$ cat src/rtl/synth_pkg.sv
// Shared constants and helpers for the audio front-end blocks.
// CIC order and integrator width rule live here so every decimator agrees.
package synth_pkg;

  localparam int unsigned NBITS_DEF = 10;
  localparam int unsigned CIC_ORDER = 3;

  typedef enum logic {
    MIC_LOW  = 1'b0,
    MIC_HIGH = 1'b1
  } mic_phase_e;

  // Bit growth of an N-stage CIC fed with a 1-bit input: 1 + N*log2(R).
  function automatic int unsigned cic_width(input int unsigned decim);
    return 1 + CIC_ORDER * $clog2(decim);
  endfunction

endpackage

$ cat src/rtl/pdm_decimator_cic_sinc3.sv
// Third-order CIC (sinc3) for a 1-bit input, differential delay 1.
// Integrators run on every sample strobe; combs run once per decimation.
module cic_sinc3
  import synth_pkg::*;
#(
  parameter int unsigned DECIM = 64,
  parameter int unsigned W     = cic_width(DECIM)
) (
  input  logic         clk,
  input  logic         rst,
  input  logic         i_bit,
  input  logic         i_sample,
  input  logic         i_decimate,
  output logic [W-1:0] o_result,
  output logic         o_valid
);

  logic [W-1:0] r_int1, r_int2, r_int3;
  logic [W-1:0] w_int1, w_int2, w_int3;
  logic [W-1:0] r_dly1, r_dly2, r_dly3;
  logic [W-1:0] w_c1, w_c2, w_c3;
  logic [W-1:0] r_result;
  logic         r_valid;
  logic         r_dec_pend;

  // Integrators are chained combinationally so the bit captured on the
  // decimation strobe is already part of the sample handed to the combs.
  always_comb begin
    w_int1 = r_int1 + {{(W-1){1'b0}}, i_bit};
    w_int2 = r_int2 + w_int1;
    w_int3 = r_int3 + w_int2;
  end

  always_comb begin
    w_c1 = r_int3 - r_dly1;
    w_c2 = w_c1 - r_dly2;
    w_c3 = w_c2 - r_dly3;
  end

  always_ff @(posedge clk) begin
    if (rst) begin
      r_int1     <= '0;
      r_int2     <= '0;
      r_int3     <= '0;
      r_dly1     <= '0;
      r_dly2     <= '0;
      r_dly3     <= '0;
      r_result   <= '0;
      r_valid    <= 1'b0;
      r_dec_pend <= 1'b0;
    end else begin
      r_valid    <= 1'b0;
      r_dec_pend <= i_sample & i_decimate;
      if (i_sample) begin
        r_int1 <= w_int1;
        r_int2 <= w_int2;
        r_int3 <= w_int3;
      end
      if (r_dec_pend) begin
        r_dly1   <= r_int3;
        r_dly2   <= w_c1;
        r_dly3   <= w_c2;
        r_result <= w_c3;
        r_valid  <= 1'b1;
      end
    end
  end

  assign o_result = r_result;
  assign o_valid  = r_valid;

endmodule

$ cat src/rtl/pdm_decimator.sv
// PDM microphone front end: mic clock generation, input synchronizer,
// decimation counting and saturating scaling of the sinc3 output to PCM.
module pdm_decimator
  import synth_pkg::*;
#(
  parameter int unsigned NBITS    = NBITS_DEF,
  parameter int unsigned HALF_DIV = 20,
  parameter int unsigned DECIM    = 64
) (
  input  logic             clk,
  input  logic             rst,
  input  logic             en,
  input  logic             pdm_din,
  output logic             mic_clk,
  output logic [NBITS-1:0] dout,
  output logic             dout_valid,
  output logic             clip
);

  localparam int unsigned W     = cic_width(DECIM);
  localparam int unsigned SHIFT = W - 1 - NBITS;
  localparam int unsigned DIV_W = (HALF_DIV > 1) ? $clog2(HALF_DIV) : 1;
  localparam int unsigned DEC_W = (DECIM > 1) ? $clog2(DECIM) : 1;

  logic [1:0]       r_sync;
  logic [DIV_W-1:0] r_div;
  logic [DEC_W-1:0] r_dec;
  mic_phase_e       r_phase;
  mic_phase_e       w_phase_next;
  logic             r_mic;
  logic             w_tc;
  logic             w_sample;
  logic             w_decimate;

  logic [W-1:0]     w_result;
  logic             w_cic_valid;
  logic [W-1:0]     w_shifted;
  logic             w_sat;

  logic [NBITS-1:0] r_dout;
  logic             r_dout_valid;
  logic             r_clip;

  always_comb begin
    w_tc         = en && (r_div == DIV_W'(HALF_DIV - 1));
    w_phase_next = r_phase;
    if (w_tc) begin
      w_phase_next = (r_phase == MIC_LOW) ? MIC_HIGH : MIC_LOW;
    end
    w_sample   = w_tc && (r_phase == MIC_LOW);
    w_decimate = w_sample && (r_dec == DEC_W'(DECIM - 1));
  end

  // The logical phase is held while disabled; only the pin is forced low,
  // so re-enabling continues the bit period exactly where it stopped.
  always_ff @(posedge clk) begin
    if (rst) begin
      r_sync  <= '0;
      r_div   <= '0;
      r_dec   <= '0;
      r_phase <= MIC_LOW;
      r_mic   <= 1'b0;
    end else begin
      r_sync <= {r_sync[0], pdm_din};
      if (en) begin
        r_div   <= w_tc ? '0 : r_div + 1'b1;
        r_phase <= w_phase_next;
        r_mic   <= (w_phase_next == MIC_HIGH);
        if (w_sample) begin
          r_dec <= w_decimate ? '0 : r_dec + 1'b1;
        end
      end else begin
        r_mic <= 1'b0;
      end
    end
  end

  cic_sinc3 #(
    .DECIM (DECIM),
    .W     (W)
  ) u_cic (
    .clk        (clk),
    .rst        (rst),
    .i_bit      (r_sync[1]),
    .i_sample   (w_sample),
    .i_decimate (w_decimate),
    .o_result   (w_result),
    .o_valid    (w_cic_valid)
  );

  always_comb begin
    w_shifted = w_result >> SHIFT;
    w_sat     = |w_shifted[W-1:NBITS];
  end

  always_ff @(posedge clk) begin
    if (rst) begin
      r_dout       <= '0;
      r_dout_valid <= 1'b0;
      r_clip       <= 1'b0;
    end else begin
      r_dout_valid <= w_cic_valid;
      r_clip       <= w_cic_valid & w_sat;
      if (w_cic_valid) begin
        r_dout <= w_sat ? '1 : w_shifted[NBITS-1:0];
      end
    end
  end

  assign mic_clk    = r_mic;
  assign dout       = r_dout;
  assign dout_valid = r_dout_valid;
  assign clip       = r_clip;

endmodule

$ cat config.mk
export PLATFORM = sky130hd
export DESIGN_NAME = pdm_decimator
export DESIGN_NICKNAME = d
export VERILOG_FILES = /design/src/rtl/synth_pkg.sv /design/src/rtl/pdm_decimator_cic_sinc3.sv /design/src/rtl/pdm_decimator.sv
export SDC_FILE = /design/constraint.sdc
export NUM_CORES = 1
export LEC_CHECK = 0
export ABC_AREA = 0
export CAP_MARGIN = 0
export CORE_AREA = 3 3 138 140
export CTS_CLUSTER_DIAMETER = 120
export DETAILED_ROUTE_END_ITERATION = 7
export DIE_AREA = 0 0 141 143
export PLACE_DENSITY = 0.73
export SLEW_MARGIN = 20
export SYNTH_ARGS = -nofsm -noshare
export SYNTH_HDL_FRONTEND = slang
export SYNTH_SLANG_ARGS = --single-unit
$ cat constraint.sdc
create_clock -name clk -period 4.8 [get_ports clk]
set_input_delay 0.96 -clock clk [delete_from_list [all_inputs] [get_ports clk]]
set_output_delay 0.96 -clock clk [all_outputs]
set_load 0.005 [all_outputs]
==> results.json <==
{
  "async_flop_share_pct": 0,
  "cts.sinks": 154,
  "antenna_cells": 0,
  "synth_edf_count": 0,
  "fill_cells": 1472,
  "top_usage_layer": "met2",
  "ys_ff_latch": 154,
  "critPathTopFamily": "compound AO/OA/AOI/OAI gates",
  "numPortBuffers": 16,
  "report.final.slew_viol_count": 0,
  "layout_commonest_cell": "nor2_1",
  "use_met3_pct": 4.052,
  "worst_pin_slew_ns": 1.025,
  "rsz0062_at_grt": "true",
  "fmax_mhz": 207.2,
  "routedWlPerCell_um": 13.00,
  "maxCapViolations": 0,
  "final_hold_viol_count": 0,
  "setup_viol": 1,
  "htreeDepth": 4,
  "path_max_fanout": 4,
  "relSlewSlack_pct": 31.64,
  "met1_usage_pct": 22.37,
  "cts_root_buffer": "clkbuf_16",
  "firstDrtPassIters": 4,
  "crit_path_end_kind": "register",
  "power_mw": 2.653,
  "gr-usage-met2_pct": 34.00,
  "cts_buffer_depth": 2,
  "layout_setup_ws_ns": -0.02678,
  "nets": 1311,
  "yosys_warnings": 0,
  "layout_common_cells": "nor2_1 (165), dfxtp_1 (149), mux2i_1 (92)",
  "syn_to_final_growth_pct": 20.07,
  "worst-setup-path-type": "register to register",
  "period_minus_slack_ns": 4.827,
  "final_antenna_net_count": 0,
  "grt.overflow.total": 0,
  "r2r_slack_ns": -0.03,
  "place_congestion": 0.8533,
  "place_worst_setup_slack_ns": -0.2911,
  "ys_types": 66,
  "critPathMostFrequentCell": "a21o_1",
  "seq_area_frac_synth_pct": 31.65,
  "syn_area_mm2": 0.009739,
  "path_clk_slew_ns": 0.07,
  "drt-total-wl_mm": 18.86,
  "synth.net_count": 1234,
  "num_rows": 49,
  "synthCells": 1132,
  "cp.required_ns": 5.09,
  "grt_start_max_net_pins": 97,
  "vdd_ir_drop_max_uv": 234.8,
  "grt_pass1_vias": 7521,
  "start_kind": "register",
  "design.die.area_mm2": 0.02016,
  "powerDensity_mw_per_mm2": 226.9,
  "min_path_type": "register to register",
  "critPathMaxStageDelay_ns": 0.36,
  "grt_use_total_pct": 18.83,
  "finalCritPeriodShare_pct": 100.6,
  "synthFlopType": "dfxtp_1",
  "worst_ep_arrival_time_ns": 5.12,
  "crit_buf_inv": 2,
  "start_util_pct": 54.22,
  "viasPerCell": 5.379,
  "p_leak_nw": 4.934,
  "layout-drive-gt1-share_pct": 16.28,
  "syn_avg_cell_area_um2": 8.604,
  "status": "finished with violations",
  "hpwlAfterDp_mm": 12.51,
  "die_height_um": 143,
  "core_area_mm2": 0.01796,
  "ioPinCount": 17,
  "antenna_found_initial": 0,
  "violations": "negative setup slack",
  "via_count": 7805,
  "cts_tree": "done",
  "slowest_stage": "dfxtp_4",
  "drt_iter0_drc": 325,
  "chipWidth_um": 141,
  "grt_first_pass_wirelength_mm": 32.34,
  "cts_buffers": 17,
  "remaining_drc_errors": 0,
  "clk_latency_ns": 0.43,
  "clock_skew_ns": 0.01292
}
[layout make-up]
class / instances / area [um^2] / share of cell area, %
clock buffer: 19 / 464.2 / 3.970
clock inverter: 13 / 132.6 / 1.134
inverter: 80 / 302.8 / 2.589
multi-input combinational: 858 / 6636 / 56.75
sequential: 154 / 3094 / 26.46
tap: 229 / 286.5 / 2.450
timing repair buffer: 98 / 777.0 / 6.645
[cells in the mapped netlist, types with 15 or more instances]
library cell	number	share of area, %
xor2_1	52	4.7
dfxtp_1	154	32
ha_1	94	12
and3_1	15	0.96
nand3_1	21	1.1
a21oi_1	53	2.7
o21ai_0	27	1.4
nand2_1	55	2.1
nor2b_1	19	1.2
mux2i_1	92	9.5
inv_1	79	3.0
xnor2_1	57	5.1
nor2_1	167	6.4
clkbuf_1	29	1.1
a21o_1	36	2.8
nor3_1	15	0.77
a211oi_1	16	1.2
[metrics by stage]
stage | utilization [%] | hold slack [ns] | area (um^2) | TNS [ns] | std cells
4_1_cts | 63.50 | 0.4402 | 11410 | -0.007085 | 1445
6_report | 65.10 | 0.4375 | 11690 | -0.02678 | 1451
3_3_place_gp | 58.81 | 0.4210 | 10560 | -0.2268 | 1406
5_1_grt | 65.10 | 0.4691 | 11690 | -0.8585 | 1451
3_5_place_dp | 58.81 | 0.4251 | 10560 | -0.8730 | 1406
2_1_floorplan | - | 0.4138 | 9753 | 0 | 1132
[logic make-up (layout without fill, tap and decap cells)]
kind of cell	Yosys count	count (layout)	synth area share, %
AND/OR/NAND/NOR	347	347	16.65
AO/OA/AOI/OAI	210	210	14.34
flip-flops	154	154	31.65
buffers and inverters	120	210	4.728
XOR/XNOR	111	111	10.28
adder cells (fa/ha/maj)	98	98	12.90
multiplexers	92	92	9.455
[sequential cells by signal, indices dropped and copies added, names as in the netlist, 5 cells and up]
name	count
r_div	5
u_cic.r_int1	19
u_cic.r_dly1	19
dout	10
u_cic.r_int3	19
u_cic.r_dly3	19
u_cic.r_int2	19
r_dec	6
u_cic.r_dly2	19
u_cic.o_result	11
[worst register-to-register path, cell delays in order, from the launching register on]
cell      delay [ns]
dfxtp_4         0.36
ha_4            0.23
nor2b_4         0.12
o21ai_1         0.12
nand2b_1        0.09
a21oi_2         0.20
o211ai_1        0.11
a21oi_1         0.17
xnor2_1         0.17
ha_1            0.29
a21o_1          0.22
a211oi_2        0.20
o22a_1          0.22
o31ai_4         0.10
a31oi_4         0.18
buf_4           0.13
buf_4           0.09
o21ai_2         0.08
a21o_1          0.18
a21o_1          0.20
xor2_1          0.16
ha_1            0.30
or2_2           0.29
a21oi_2         0.15
or3_4           0.13
nand2_1         0.04
nand2_1         0.06
o221ai_1        0.09
[worst paths after layout]
check / start / to / depth (start not counted)
min: r_sync[0]$_SDFF_PP0_ / r_sync[1]$_SDFF_PP0_ / 1
max reg2reg: u_cic.r_int3[1]$_SDFFE_PP0P_ / u_cic.o_result[18]$_SDFFE_PP0P_ / 27
min reg2reg: r_sync[0]$_SDFF_PP0_ / r_sync[1]$_SDFF_PP0_ / 1
max: u_cic.r_int3[1]$_SDFFE_PP0P_ / u_cic.o_result[18]$_SDFFE_PP0P_ / 27
[repair_timing]
| item | 4_1_cts | 5_1_grt |
|---|---|---|
| setup buffers | 8 | 6 |
| endpoints found under the setup margin | 5 | 12 |
| resized for setup | 43 | 47 |
| hold buffers | 0 | 0 |
| pin swaps | 44 | 47 |
| hold endpoints to repair | 0 | 0 |
[routing by layer]
layer / vias to the layer above / routed length, um / share of wire [%]
met2: 75 / 9225 / 49
met5: - / 0 / 0
li1: 4094 / - / -
met3: 29 / 422 / 2.2
met1: 3607 / 8917 / 47
met4: 0 / 293 / 1.6
[power breakdown]
| part | internal (mW) | switching (mW) |
|---|---|---|
| logic | 0.00752 | 0.0262 |
| clock network | 0.771 | 0.567 |
| registers | 1.28 | 0.00187 |
No activity file was read; power rests on OpenSTA's default activity.
